<file path="src/rtl/calc_sequencer.sv">
// Operand/opcode sequencer: collects A, B and opcode from a shared entry bus,
// drives the ALU, captures its result/flags and offers them on valid/ready.
// Optional accumulator chaining is enabled by defining CALC_CHAIN_EN.
module calc_sequencer #(
  parameter logic [3:0] OP_MAX = 4'hB
) (
  input  logic       clk,
  input  logic       rst_n,
  input  logic [7:0] data_in,
  input  logic       enter,
  input  logic       clear,
  output logic [7:0] alu_a,
  output logic [7:0] alu_b,
  output logic [3:0] alu_sel,
  input  logic [7:0] alu_out,
  input  logic [3:0] alu_flag,
  output logic [7:0] result,
  output logic [3:0] flag,
  output logic       res_valid,
  input  logic       res_ready,
  output logic       err,
  output logic [2:0] state
);

  typedef enum logic [2:0] {
    WAIT_A  = 3'd0,
    WAIT_B  = 3'd1,
    WAIT_OP = 3'd2,
    EXEC    = 3'd3,
    HOLD    = 3'd4
  } state_t;

  state_t     state_r, state_s;
  logic [7:0] a_r, a_s, b_r, b_s, res_r, res_s;
  logic [3:0] sel_r, sel_s, flag_r, flag_s;
  logic       valid_r, valid_s, err_r, err_s;
  logic [3:0] op_s;
  logic       reject_s;

  assign op_s     = data_in[3:0];
  // Division by zero is caught here since the ALU cannot report it.
  assign reject_s = (op_s > OP_MAX) || ((op_s == 4'h3) && (b_r == 8'h00));

  // State register.
  always_ff @(posedge clk or negedge rst_n) begin
    if (!rst_n) begin
      state_r <= WAIT_A;
    end else begin
      state_r <= state_s;
    end
  end

  // Next-state and next-datapath decode; clear overrides any entry.
  always_comb begin
    state_s = state_r;
    a_s     = a_r;
    b_s     = b_r;
    sel_s   = sel_r;
    res_s   = res_r;
    flag_s  = flag_r;
    valid_s = valid_r;
    err_s   = 1'b0;
    if (clear) begin
      state_s = WAIT_A;
      valid_s = 1'b0;
    end else begin
      case (state_r)
        WAIT_A: begin
          if (enter) begin
            a_s     = data_in;
            state_s = WAIT_B;
          end else begin
            state_s = WAIT_A;
          end
        end
        WAIT_B: begin
          if (enter) begin
            b_s     = data_in;
            state_s = WAIT_OP;
          end else begin
            state_s = WAIT_B;
          end
        end
        WAIT_OP: begin
          if (enter && reject_s) begin
            err_s   = 1'b1;
            state_s = WAIT_OP;
          end else if (enter) begin
            sel_s   = op_s;
            state_s = EXEC;
          end else begin
            state_s = WAIT_OP;
          end
        end
        EXEC: begin
          res_s   = alu_out;
          flag_s  = alu_flag;
          valid_s = 1'b1;
          state_s = HOLD;
        end
        HOLD: begin
          if (valid_r && res_ready) begin
            valid_s = 1'b0;
`ifdef CALC_CHAIN_EN
            a_s     = res_r;
            state_s = WAIT_B;
`else
            state_s = WAIT_A;
`endif
          end else begin
            state_s = HOLD;
          end
        end
        default: begin
          state_s = WAIT_A;
        end
      endcase
    end
  end

  // Operand, opcode, result and status registers.
  always_ff @(posedge clk or negedge rst_n) begin
    if (!rst_n) begin
      a_r     <= 8'h00;
      b_r     <= 8'h00;
      sel_r   <= 4'h0;
      res_r   <= 8'h00;
      flag_r  <= 4'h0;
      valid_r <= 1'b0;
      err_r   <= 1'b0;
    end else begin
      a_r     <= a_s;
      b_r     <= b_s;
      sel_r   <= sel_s;
      res_r   <= res_s;
      flag_r  <= flag_s;
      valid_r <= valid_s;
      err_r   <= err_s;
    end
  end

  assign alu_a     = a_r;
  assign alu_b     = b_r;
  assign alu_sel   = sel_r;
  assign result    = res_r;
  assign flag      = flag_r;
  assign res_valid = valid_r;
  assign err       = err_r;
  assign state     = state_r;

endmodule

</file>
<file path="config.mk">
export PLATFORM = sky130hd
export DESIGN_NAME = calc_sequencer
export DESIGN_NICKNAME = d
export VERILOG_FILES = /design/src/rtl/calc_sequencer.sv
export SDC_FILE = /design/constraint.sdc
export NUM_CORES = 1
export LEC_CHECK = 0
export CAP_MARGIN = 20
export CELL_PAD_IN_SITES_DETAIL_PLACEMENT = 0
export CELL_PAD_IN_SITES_GLOBAL_PLACEMENT = 1
export CORE_MARGIN = 1
export CORE_UTILIZATION = 34
export CTS_BUF_LIST = sky130_fd_sc_hd__clkbuf_8
export DETAILED_ROUTE_END_ITERATION = 7
export PLACE_DENSITY_LB_ADDON = 0.1
export SLEW_MARGIN = 20
export SYNTH_ARGS = -nofsm -noshare
export SYNTH_HDL_FRONTEND = slang
export SYNTH_SLANG_ARGS = --single-unit
</file>
<file path="constraint.sdc">
create_clock -name clk -period 2.1 [get_ports clk]
set_input_delay 0.21 -clock clk [delete_from_list [all_inputs] [get_ports clk]]
set_output_delay 0.21 -clock clk [all_outputs]
set_load 0.02 [all_outputs]
</file>
# Yosys cells after proc, flatten, opt, wreduce, memory -nomap -nowiden
# Cells that the tools add are included.
# totals
register_bits,37
input_bits,25
out_inout_bits,37
elab_cells,42
# classes
magnitude_cmp,1
eq_ne,6
mux,13
n_bitwise,2
n_reduce_logical,12
# ops
cell,count
$pmux W3 S5,1
$logic_not A8 Y1,1
$mux W1,8
$eq A3 B2 Y1 const B,2
$mux W3,2
$reduce_and A3 Y1,2
$eq A4 B2 Y1 const B,1
$gt A4 B4 Y1 const B,1
$reduce_and A2 Y1,2
$reduce_and A4 Y1,1
$eq A3 B1 Y1 const B,1
$eq A3 B3 Y1 const B,1
$logic_and A1 B1 Y1,3
$logic_not A3 Y1,1
$ne A3 B3 Y1 const B,1
$reduce_bool A3 Y1,1
$mux W2,1
$not A1 Y1,2
$pmux W1 S2,1
$logic_or A1 B1 Y1,1

# Depth between registers and ports, before layout
# Gate-level depths: netlist of the first run.
# depth
ltp_word,7
depth_mapped,5
ltp_nobuf,4

# Worst setup path before layout of the first run
# No wires, ideal clock.
# synth_path
kind,register to register
startpoint,"register state_r[2], in the netlist state[2]"
endpoint,"register a_r[0], in the netlist alu_a[0]"
setup_ps,125
t_arrival_ps,1481
required_ps,1975
path_slack_ps,494
path_stages_with_launch,6
n_path_buf,2
synth_period_minus_slack_ps,1606
cell_sequence,dfrtp_1 > buf_2 > nor3_1 > and2_1 > buf_4 > mux2_2
# synth_between
elab_chain_len,2
# synth_lines
element,line,rtl
from (decl),33,"state_t state_r, state_s;"
from (signal assigned),49,state_r <= state_s;
$logic_not A3 Y1,67,case (state_r)
$reduce_and A3 Y1 (no source line),-,
to (signal assigned),132,a_r <= a_s;
to (decl),34,"logic [7:0] a_r, a_s, b_r, b_s, res_r, res_s;"
# No other way between the ends.
# A chain may end at the register's enable or synchronous reset.

# Worst setup path after layout of the first run
# layout_path
startpoint,input data_in[3]
endpoint,"register sel_r[2], in the netlist alu_sel[2]"
# layout_between
elab_chain_len,6
elab_cells_between_ends,7
classes_between,1 x order compare; 1 x eq/ne; 1 x bitwise; 4 x reduce/logical
# layout_lines
element,line,rtl
from (decl),9,"input logic [7:0] data_in,"
branches (longest 2 deep; another with $gt A4 B4 Y1),-,
$logic_or A1 B1 Y1 *,42,assign reject_s = (op_s > OP_MAX) || ((op_s == 4'h3) && (b_r == 8'h00));
$logic_and A1 B1 Y1 *,85,if (enter && reject_s) begin
$not A1 Y1 (no source line) *,-,
$reduce_and A4 Y1 (no source line) *,-,
to (signal assigned),134,sel_r <= sel_s;
to (decl),35,"logic [3:0] sel_r, sel_s, flag_r, flag_s;"
# Mark *: on every way between the ends.

==> results of run 1 <==
[cell families (layout without fill, tap and decap cells)]
logic type	Yosys count	in the layout	share of synthesized area, %
buffers and inverters	5	76	1.915
DFF	37	37	61.62
and+or+nand+nor	22	22	7.994
xor gates and xnor gates	1	1	0.5830
muxes	33	33	25.65
AOI/OAI and AO/OA	5	5	2.248
[cell usage in the layout, fill, tap and decap left out, drive strengths merged]
cell	instances
clkdlybuf4s50	60
dfrtp	37
mux2	32
buf	8
nor2	6
clkbuf	6
nand2	4
nor3	4
inv	2
nor4b	2
a31oi	2
nand3	2
nor2b	1
mux2i	1
nor4	1
a32oi	1
xnor2	1
and2	1
and4	1
a21oi	1
a211oi	1
[final cells by class]
type,count,area (um2)
Clock buffer,6,82.58
Clock inverter,1,3.754
Fill cell,362,1831
Inverter,1,3.754
Multi-Input combinational cell,61,548.0
Sequential cell,37,925.9
Tap cell,50,62.56
Timing Repair Buffer,68,658.1
[flip-flops by register name (all words and copies together) (netlist names)]
signal     cells
flag           4
err            1
state          3
alu_a          8
res_valid      1
alu_b          8
result         8
alu_sel        4
[path summary, 6_finish.rpt]
check                      slack [ns]       start          to
max                              0.40  data_in[3]  alu_sel[2]
min                              0.03       rst_n  alu_sel[1]
max reg2reg                      0.45    alu_b[2]  alu_sel[2]
min reg2reg                      0.50   result[5]   result[5]
max in group asynchronous        1.56       rst_n    alu_b[6]
min in group clk                 0.50   result[5]   result[5]
[per-stage QoR]
stage,setup WS (ns),area [um2],utilization [%],cells
detailed placement,0.1373,2198,53.42,217
global route,0.3282,2285,55.52,224
global placement,0.2388,2198,53.42,217
floorplan,0.4939,1503,-,103
CTS,0.3885,2285,55.52,224
finish,0.4037,2285,55.52,224
[report_power, final]
part,internal (uW),switching [uW]
Clock,255,233
Combinational,653,520
Sequential,953,148
[routing by layer]
metal	global-route usage, %	part of all wire (%)
met5	0	0
met4	7.292	1.2
met3	5.667	7.0
met2	23.65	46
met1	20.13	46
==> run metrics, run 1 <==
Setup-failing EPs final 0; period utilization 80.78%; height of the die 68.48 um; VDD IR max 408.4 uV; global-route wire length before repair 5154 um; depth of the worst register-to-register path 4; leftover overflow at the end of global routing 0; Power, Total 2763 uW; most used standard cell by instance count after synthesis sky130_fd_sc_hd__dfrtp_1; pin count of the biggest net entering global routing 38; final slew viol count 0; fmax 0.5895 GHz; number of hold-repair buffers added at the cts stage 0; average detailed-routed wire length per instance 15.04 um; full die area 4690 um2; arrival time reported for the critical path endpoint 1.87 ns; class of the most critical hold timing path in -> async; number of storage elements in the synthesis netlist 37; top_reg_cell synth sky130_fd_sc_hd__dfrtp_1; Clock transition at path regs 0.07 ns; DRT Pass-1 Iters 4; MaxCap Viol Count 0; Worst-Margin Slew 0.8263 ns; Max Root-Sink Buffers 2; portion of synthesized cell area occupied by the leading cell type 61.62%; number of instances in the synthesized netlist 103; Clock Skews 0.007358 ns; detailed-route vias per instance 4.888; headroom to the max-slew limit 44.91%; signed area change from the synthesized netlist to the final layout 52.04%; final weighted congestion in routability-driven placement 0.7379; layout cell share with drive strength beyond 1 27.59%; total setup buffers inserted after CTS 0; LEAKAGE 0.0009642 uW; Die Span X 68.48 um; critical path class in -> reg; TritonCTS buffer count 5; starting utilization of the core area 36.52%; cells traversed along the worst timing path clkdlybuf4s50_1 -> nor4b_1 -> a32oi_1 -> and4_4 -> mux2_4; number of levels in the clock H-tree 2; Max Fanout on Critical Path 5; area of the mapped netlist 1503 um2; antenna cell count 0; Global Route Usage Sum 15.77%; cell with the largest stage delay on the worst path sky130_fd_sc_hd__clkdlybuf4s50_1; Setup TNS Final 0 ns; cell taking the most area after synthesis sky130_fd_sc_hd__dfrtp_1; initial antenna violation count 0; worst endpoint required time 2.27 ns; final-stage net count 199; CTS sink count 37; Detailed Route WL 3370 um; post-cts sizing count 0; First DRT Iteration DRCs 61; buffers and inverters on the worst path 1; Yosys warnings 0; half-perimeter wire length of the detailed placement result 2473 um; number of vias after detailed routing 1095; number of rows in the core area 23; ys async rst share 100.0%; remaining antenna violation count 0; count of endpoints failing hold in the final timing report 0; Avg Cell Area, Syn 14.59 um2; Port Buffers 61; vias in the first global route 1071; TritonCTS clock tree done; clk_lat worst skew 0.28 ns; highest cell delay on the worst timing path 0.49 ns; sequential fraction of the synthesis area 61.62%; Synth top cells by count 37 x sky130_fd_sc_hd__dfrtp_1, 28 x sky130_fd_sc_hd__mux2_2, 6 x sky130_fd_sc_hd__nor2_1; ports placed on the boundary 62; number of flops mapped to enable cells by yosys 0; sort of element at the start of the critical path input port; fin crit period 1.696 ns; Min Hold Slack 0.02570 ns; distinct cell type count of the synthesized netlist 22; Mapped Nets 128; outcome complete, no violations; setup repair after global routing missed its margin false; cells taking the most area after synthesis sky130_fd_sc_hd__dfrtp_1 62%, sky130_fd_sc_hd__mux2_2 21%, sky130_fd_sc_hd__mux2_4 4.0%, sky130_fd_sc_hd__nor2_1 1.5%, sky130_fd_sc_hd__nor4b_1 1.2%; Root Buffer sky130_fd_sc_hd__clkbuf_8; Stages on worst setup path 5; kind of cell with the highest combined delay on the critical path simple AND/OR/NAND/NOR gates; core region area 4115 um2; Crit. End Element flop; PD cells 1209 nW/um2; detailed-route DRC error count 0
No activity file was read; power rests on OpenSTA's default activity.
==> run 2, diff against run 1 <==
CORE_UTILIZATION = 31   (was 34)
clock period = 1.4 ns   (was 2.1 ns; I/O delays follow)
==> run metrics, run 2 (same netlist as run 1, synthesis figures left out) <==
LEAKAGE 0.001329 uW; fin crit period 1.498 ns; vias in the first global route 1275; Detailed Route WL 3861 um; headroom to the max-slew limit 73.17%; clock power share 20.5%; remaining antenna violation count 0; count of endpoints failing hold in the final timing report 0; Root Buffer sky130_fd_sc_hd__clkbuf_8; CTS sink count 37; Sw Ratio 33.37%; cell area after placement 2452 um2; layout cell share with drive strength beyond 1 45.41%; core region area 4504 um2; detailed-route DRC error count 0; leftover overflow at the end of global routing 0; Global Route Usage Sum 15.85%; post-route design area 2684 um2; Worst-Margin Slew 0.4025 ns; global-route wire length before repair 6141 um; First DRT Iteration DRCs 32; final slew viol count 0; arrival time reported for the critical path endpoint 1.67 ns; Crit. End Element flop; cells traversed along the worst timing path nor4_4 -> a32oi_1 -> and4_4 -> mux2_4; number of vias after detailed routing 1176; PD cells 1700 nW/um2; Die Span X 71.63 um; critical path class reg -> reg; ports placed on the boundary 62; buffers and inverters on the worst path 0; part of the total power dissipated in combinational logic 42.3%; detailed-route vias per instance 4.742; sw power 1522 uW; Max Root-Sink Buffers 2; half-perimeter wire length of the detailed placement result 2701 um; final weighted congestion in routability-driven placement 0.7732; Max Fanout on Critical Path 4; Min Hold Slack 0.3234 ns; Clock transition at path regs 0.08 ns; final-stage net count 220; average detailed-routed wire length per instance 15.57 um; worst endpoint required time 1.57 ns; Port Buffers 61; starting utilization of the core area 33.36%; placement-stage worst setup slack -0.3379 ns; full die area 5130 um2; Power, Total 4562 uW; number of rows in the core area 24; height of the die 71.63 um; pin count of the biggest net entering global routing 23; signed area change from the synthesized netlist to the final layout 78.60%; fill cell count 382; kind of cell with the highest combined delay on the critical path simple AND/OR/NAND/NOR gates; highest cell delay on the worst timing path 0.44 ns; MaxCap Viol Count 0; clk_lat worst skew 0.29 ns; violated checks setup timing; TritonCTS clock tree done; outcome finished with violations; class of the most critical hold timing path in -> async; initial antenna violation count 0; antenna cell count 0; most common cell after layout, fill and taps aside sky130_fd_sc_hd__dfrtp_1; period utilization 107.0%; TritonCTS buffer count 5; Setup-failing EPs final 16; VDD IR max 1044 uV; number of levels in the clock H-tree 2; sequential share of power 37.2%; setup repair after global routing missed its margin true; post-route worst setup slack -0.09781 ns; DRT Pass-1 Iters 4; Clock Skews 0.007362 ns; sort of element at the start of the critical path flop; fmax 0.6676 GHz; cell with the largest stage delay on the worst path sky130_fd_sc_hd__dfrtp_2; Internal Pwr Total 3040 uW; commonest non-fill, non-tap cells in the layout 27 x sky130_fd_sc_hd__dfrtp_1, 24 x sky130_fd_sc_hd__mux2_4, 24 x sky130_fd_sc_hd__clkdlybuf4s50_1, 24 x sky130_fd_sc_hd__dlygate4sd2_1, 22 x sky130_fd_sc_hd__buf_4
==> run 2: changes by cell type in the layout (fill, tap and decap cells not counted), sizes merged, moves of 10 or more <==
cell / before / now
clkdlybuf4s50: 60 / 24
dlygate4sd2: 0 / 24
dlymetal6s2s: 0 / 10
buf: 8 / 27
==> run 2: power by group through the flow <==
stage / registers [uW] / logic (uW) / clock network, uW
3_3_place_gp: 1670 / 2020 / 0
5_1_grt: 1750 / 2040 / 1020
6_report: 1700 / 1930 / 936
2_1_floorplan: 2130 / 489 / 0
4_1_cts: 1680 / 1910 / 972
3_5_place_dp: 1680 / 2040 / 0
==> run 2: what timing repair did <==
item,in CTS,in global routing
endpoints found under the hold margin,15,0
resized for setup,38,21
hold buffers,1,0
setup buffers,0,3
cloned,0,1
pin swaps,4,3
endpoints found under the setup margin,42,33
==> run 2: metrics by stage <==
step	setup TNS [ns]	utilization, %	cells
after global placement	-6.887	54.44	236
after floorplan	-1.724	-	103
after detailed placement	-7.491	54.44	236
after CTS	-0.6436	57.06	244
after global routing	-1.648	59.58	248
final	-0.7306	59.58	248
==> run 2: layout make-up <==
type / count / area, um2 / share of cell area [%]
well taps: 52 / 65.06 / 2.424
clock inverters: 3 / 46.29 / 1.725
inverters: 1 / 3.754 / 0.1399
clock buffers: 5 / 68.82 / 2.564
repair buffers: 89 / 867.1 / 32.31
flip-flops and latches: 37 / 938.4 / 34.97
multi-input cells: 61 / 694.4 / 25.87
==> run 2: layer usage <==
layer | share of wire, % | global-route usage (%) | up-vias
li1 | - | - | 554
met1 | 43 | 19.27 | 574
met2 | 50 | 26.73 | 46
met3 | 6.4 | 5.485 | 2
met4 | 0.67 | 4.575 | 0
met5 | 0 | 0 | -
==> run 2: final timing paths <==
path	startpoint	to	slack, ns	cells past startpoint
hold reg to reg	result[7]	result[7]	0.51	1
setup reg to reg	alu_b[7]	alu_sel[0]	-0.1	4
hold / removal	rst_n	err	0.32	2
max in group asynchronous	rst_n	alu_b[2]	0.62	3
min in group clk	alu_out[0]	result[0]	0.46	2
setup / recovery	alu_b[7]	alu_sel[0]	-0.1	4
==> edit 1: new RTL, config.mk and constraints of run 1 <==
The option `CALC_CHAIN_EN` is turned on by a define.
--- a/src/rtl/calc_sequencer.sv
+++ b/src/rtl/calc_sequencer.sv
@@ -2,4 +2,6 @@
 // drives the ALU, captures its result/flags and offers them on valid/ready.
 // Optional accumulator chaining is enabled by defining CALC_CHAIN_EN.
+`define CALC_CHAIN_EN
+
 module calc_sequencer #(
   parameter logic [3:0] OP_MAX = 4'hB
Behaviour: not the same (Yosys sat finds a counterexample within 10 cycles, from zero or initial values and one cycle with rst_n low).
==> edit 1 against run 1 <==
  * The flow now finishes with violations (design-rule violations)
  * Setup slack got worse by 0.057 ns
  * Count of clock-buffer cells in the layout unchanged
  * Sequential cell count unchanged
  * Sequential power decreased by 7%
  * Design area increased by 3.6%
  * Area after synthesis increased by 6.5%
  * Power decreased by 14%
  * Fmax decreased by 3.2%
  * Wire length increased by 15%
  * Clock power about the same
  * Die area increased by 6.3%
  * Sequential share of layout area decreased by 1.4 points
  * Non-clock buffer count unchanged
  * Critical path type is now flip-flop to output pin
==> edit 1: results <==
group,metric,value,unit
outcome,outcome,"finished with violations",
outcome,violations,"design-rule violations",
place,placed_area,0.002281,sq mm
place,post-place-ws,0.1473,ns
grt,grt_usage,17.06,%
cells_and_area,nMultiInputCombCells,75,
worst_setup_path,required,1.89,ns
power_and_ir_drop,pg_comb,0.877,mW
worst_setup_path,path_max_fanout,10,
route,viasPerCell,5.062,
power_and_ir_drop,p_leak,0.9952,nW
logic_synthesis,synthTopCellsByCount,"dfrtp_1, mux2_2, a21oi_1, nor2_1, mux2i_1",
route,met3WireLength,269,um
route,m1WireLength,1.566,mm
power_and_ir_drop,clockPowerShare,20.5,%
power_and_ir_drop,max-vdd-ir-drop,0.4570,mV
place,place_congestion,0.8259,
logic_synthesis,synthMuxAreaShare,21.89,%
cells_and_area,multi_input_area_share,26.22,%
logic_synthesis,ys_seq_area_share,57.86,%
logic_synthesis,synth_nets,146,
cells_and_area,finalNetCount,215,
min_path,hold_path.class,"input pin to asynchronous set/reset pin",
cells_and_area,drive_gt1_share,23.16,%
worst_setup_path,slowest_delay,0.68,ns
cells_and_area,seq_share,39.11,%
cells_and_area,fillers,397,
grt,grt_pass1_wl,6.403,mm
logic_synthesis,yosysUniqueCellTypes,25,
cells_and_area,finalNonFillerCells,242,
cells_and_area,n_all_buffers,68,
worst_setup_path,cp_top_family,"buffers and inverters",
route,drtIter0Drc,24,
route,first_pass_iters,6,
sta,tightest_slew,0.8075,ns
logic_synthesis,synthXorXnorAreaFrac,0,%
logic_synthesis,synth.area.top_cells,"dfrtp_1, mux2_2, mux2i_1",
cells_and_area,clock_cell_area_share,3.647,%
logic_synthesis,synth_compound_area_share,8.131,%
route,drc_errors,6,
==> edit 1: cell types whose count changed after synthesis, sizes merged, moves of 3 or more <==
cell,delta
a21oi,+12
nand2,-3
mux2,-8
nor2,+5
mux2i,+7
==> edit 1: final timing paths <==
kind,from,depth (start not counted),slack (ns),end
setup reg to reg,state[0],4,0.37,alu_b[3]
min in group clk,alu_sel[0],1,0.52,alu_sel[0]
max in group asynchronous,rst_n,1,1.57,alu_b[4]
setup / recovery,state[1],1,0.35,state[1]
hold reg to reg,alu_sel[0],1,0.52,alu_sel[0]
hold / removal,rst_n,1,0.005,state[1]
==> edit 1: routing by layer <==
metal  vias up  GRT usage [%]
met5         -              0
met4         0          5.333
met3         4          6.268
met2        40          30.53
met1       607          18.96
li1        574              -
==> edit 1: logic make-up after synthesis <==
| kind of cell | after synthesis |
|---|---|
| AO/OA/AOI/OAI | 18 |
| buffers and inverters | 9 |
| flip-flops | 37 |
| multiplexers | 32 |
| AND/OR/NAND/NOR | 25 |
==> edit 2: new RTL, config.mk and constraints of run 1 <==
Without the edit above. Make the reset (`rst_n`) synchronous in 2 clocked blocks.
--- a/src/rtl/calc_sequencer.sv
+++ b/src/rtl/calc_sequencer.sv
@@ -43,5 +43,5 @@
 
   // State register.
-  always_ff @(posedge clk or negedge rst_n) begin
+  always_ff @(posedge clk) begin
     if (!rst_n) begin
       state_r <= WAIT_A;
@@ -120,5 +120,5 @@
 
   // Operand, opcode, result and status registers.
-  always_ff @(posedge clk or negedge rst_n) begin
+  always_ff @(posedge clk) begin
     if (!rst_n) begin
       a_r     <= 8'h00;
Formal check against the unedited RTL: differs if rst_n is asserted again (counterexample within 4 cycles, from zero or initial values and one cycle with rst_n low); with rst_n held inactive, the same outputs for 10 cycles.
==> edit 2 against run 1 <==
  * Sequential cell count stayed put
  * Wire length rose by 12%
  * Count of clock-buffer cells in the layout unchanged
  * Setup slack gained 0.039 ns
  * Core utilization decreased by 0.88 points
  * Area after synthesis about the same
  * Design area fell by 1.6%
Power is not compared: it rests on default switching activity, and its combinational part moved more than twofold at a synthesized area within 25%.
==> edit 2: results <==
group,metric,value,unit
logic_synthesis,avgSynthCellArea,8.629,sq um
route,met3WireLength,212,um
place,placed_area,0.002162,sq mm
logic_synthesis,async_flop_share,0,%
cells_and_area,multi_input_area_share,31.78,%
route,m1WireLength,1.697,mm
worst_setup_path,path_max_fanout,8,
logic_synthesis,synth.most_common_cell,"nand2_1",
grt,grt_pass1_vias,1336,
route,routed_wl,3.789,mm
logic_synthesis,synth.area.top_cells,"dfxtp_1, a21boi_0, nand2_1",
grt,grt_util_met3,6.000,%
place,place_hpwl,2.864,mm
logic_synthesis,yosysUniqueCellTypes,27,
route,num_vias,1422,
logic_synthesis,synth_nets,199,
place,post-place-ws,0.3111,ns
sta,slew-limit-headroom,71.03,%
cells_and_area,regArea,740.7,sq um
logic_synthesis,ys.flop_type,"dfxtp_1",
worst_setup_path,cp_top_family,"buffers and inverters",
worst_setup_path,r2r_slack,0.70,ns
grt,grt_usage,17.67,%
cells_and_area,nMultiInputCombCells,127,
logic_synthesis,synthTopCellsByCount,"nand2_1, dfxtp_1, a21boi_0, nand3_1",
cells_and_area,multi_input_area,714.4,sq um
cells_and_area,clock_cell_area_share,3.840,%
min_path,hold_path.class,"flip-flop to flip-flop",
outcome,outcome,"finished, final reports clean",
==> edit 2: changes by cell type after synthesis, moves of 4 or more <==
cell and delta:
a21boi_0 +26, clkbuf_1 +4, dfrtp_1 -37, dfxtp_1 +37
mux2_2 -28, mux2_4 -4, nand2_1 +48, nand3_1 +15
==> edit 2: how the worst max path moves through the flow <==
stage / startpoint / endpoint / slack [ns] / cells after the start
finish: state[2] / state[2] / 0.44 / 1
global route: state[0] / state[0] / 0.35 / 1
CTS: state[2] / state[2] / 0.42 / 1
detailed placement: data_in[3] / state[0] / 0.31 / 5
global placement: data_in[3] / state[0] / 0.44 / 5
floorplan: state[0] / flag[0] / 0.65 / 6
==> edit 2: cells by family after synthesis <==
family / after synthesis / synth area share, %
AND/OR/NAND/NOR: 88 / 27.83
flip-flops: 37 / 49.33
AO/OA/AOI/OAI: 34 / 16.50
buffers and inverters: 10 / 3.083
multiplexers: 4 / 2.667
XOR/XNOR: 1 / 0.5834
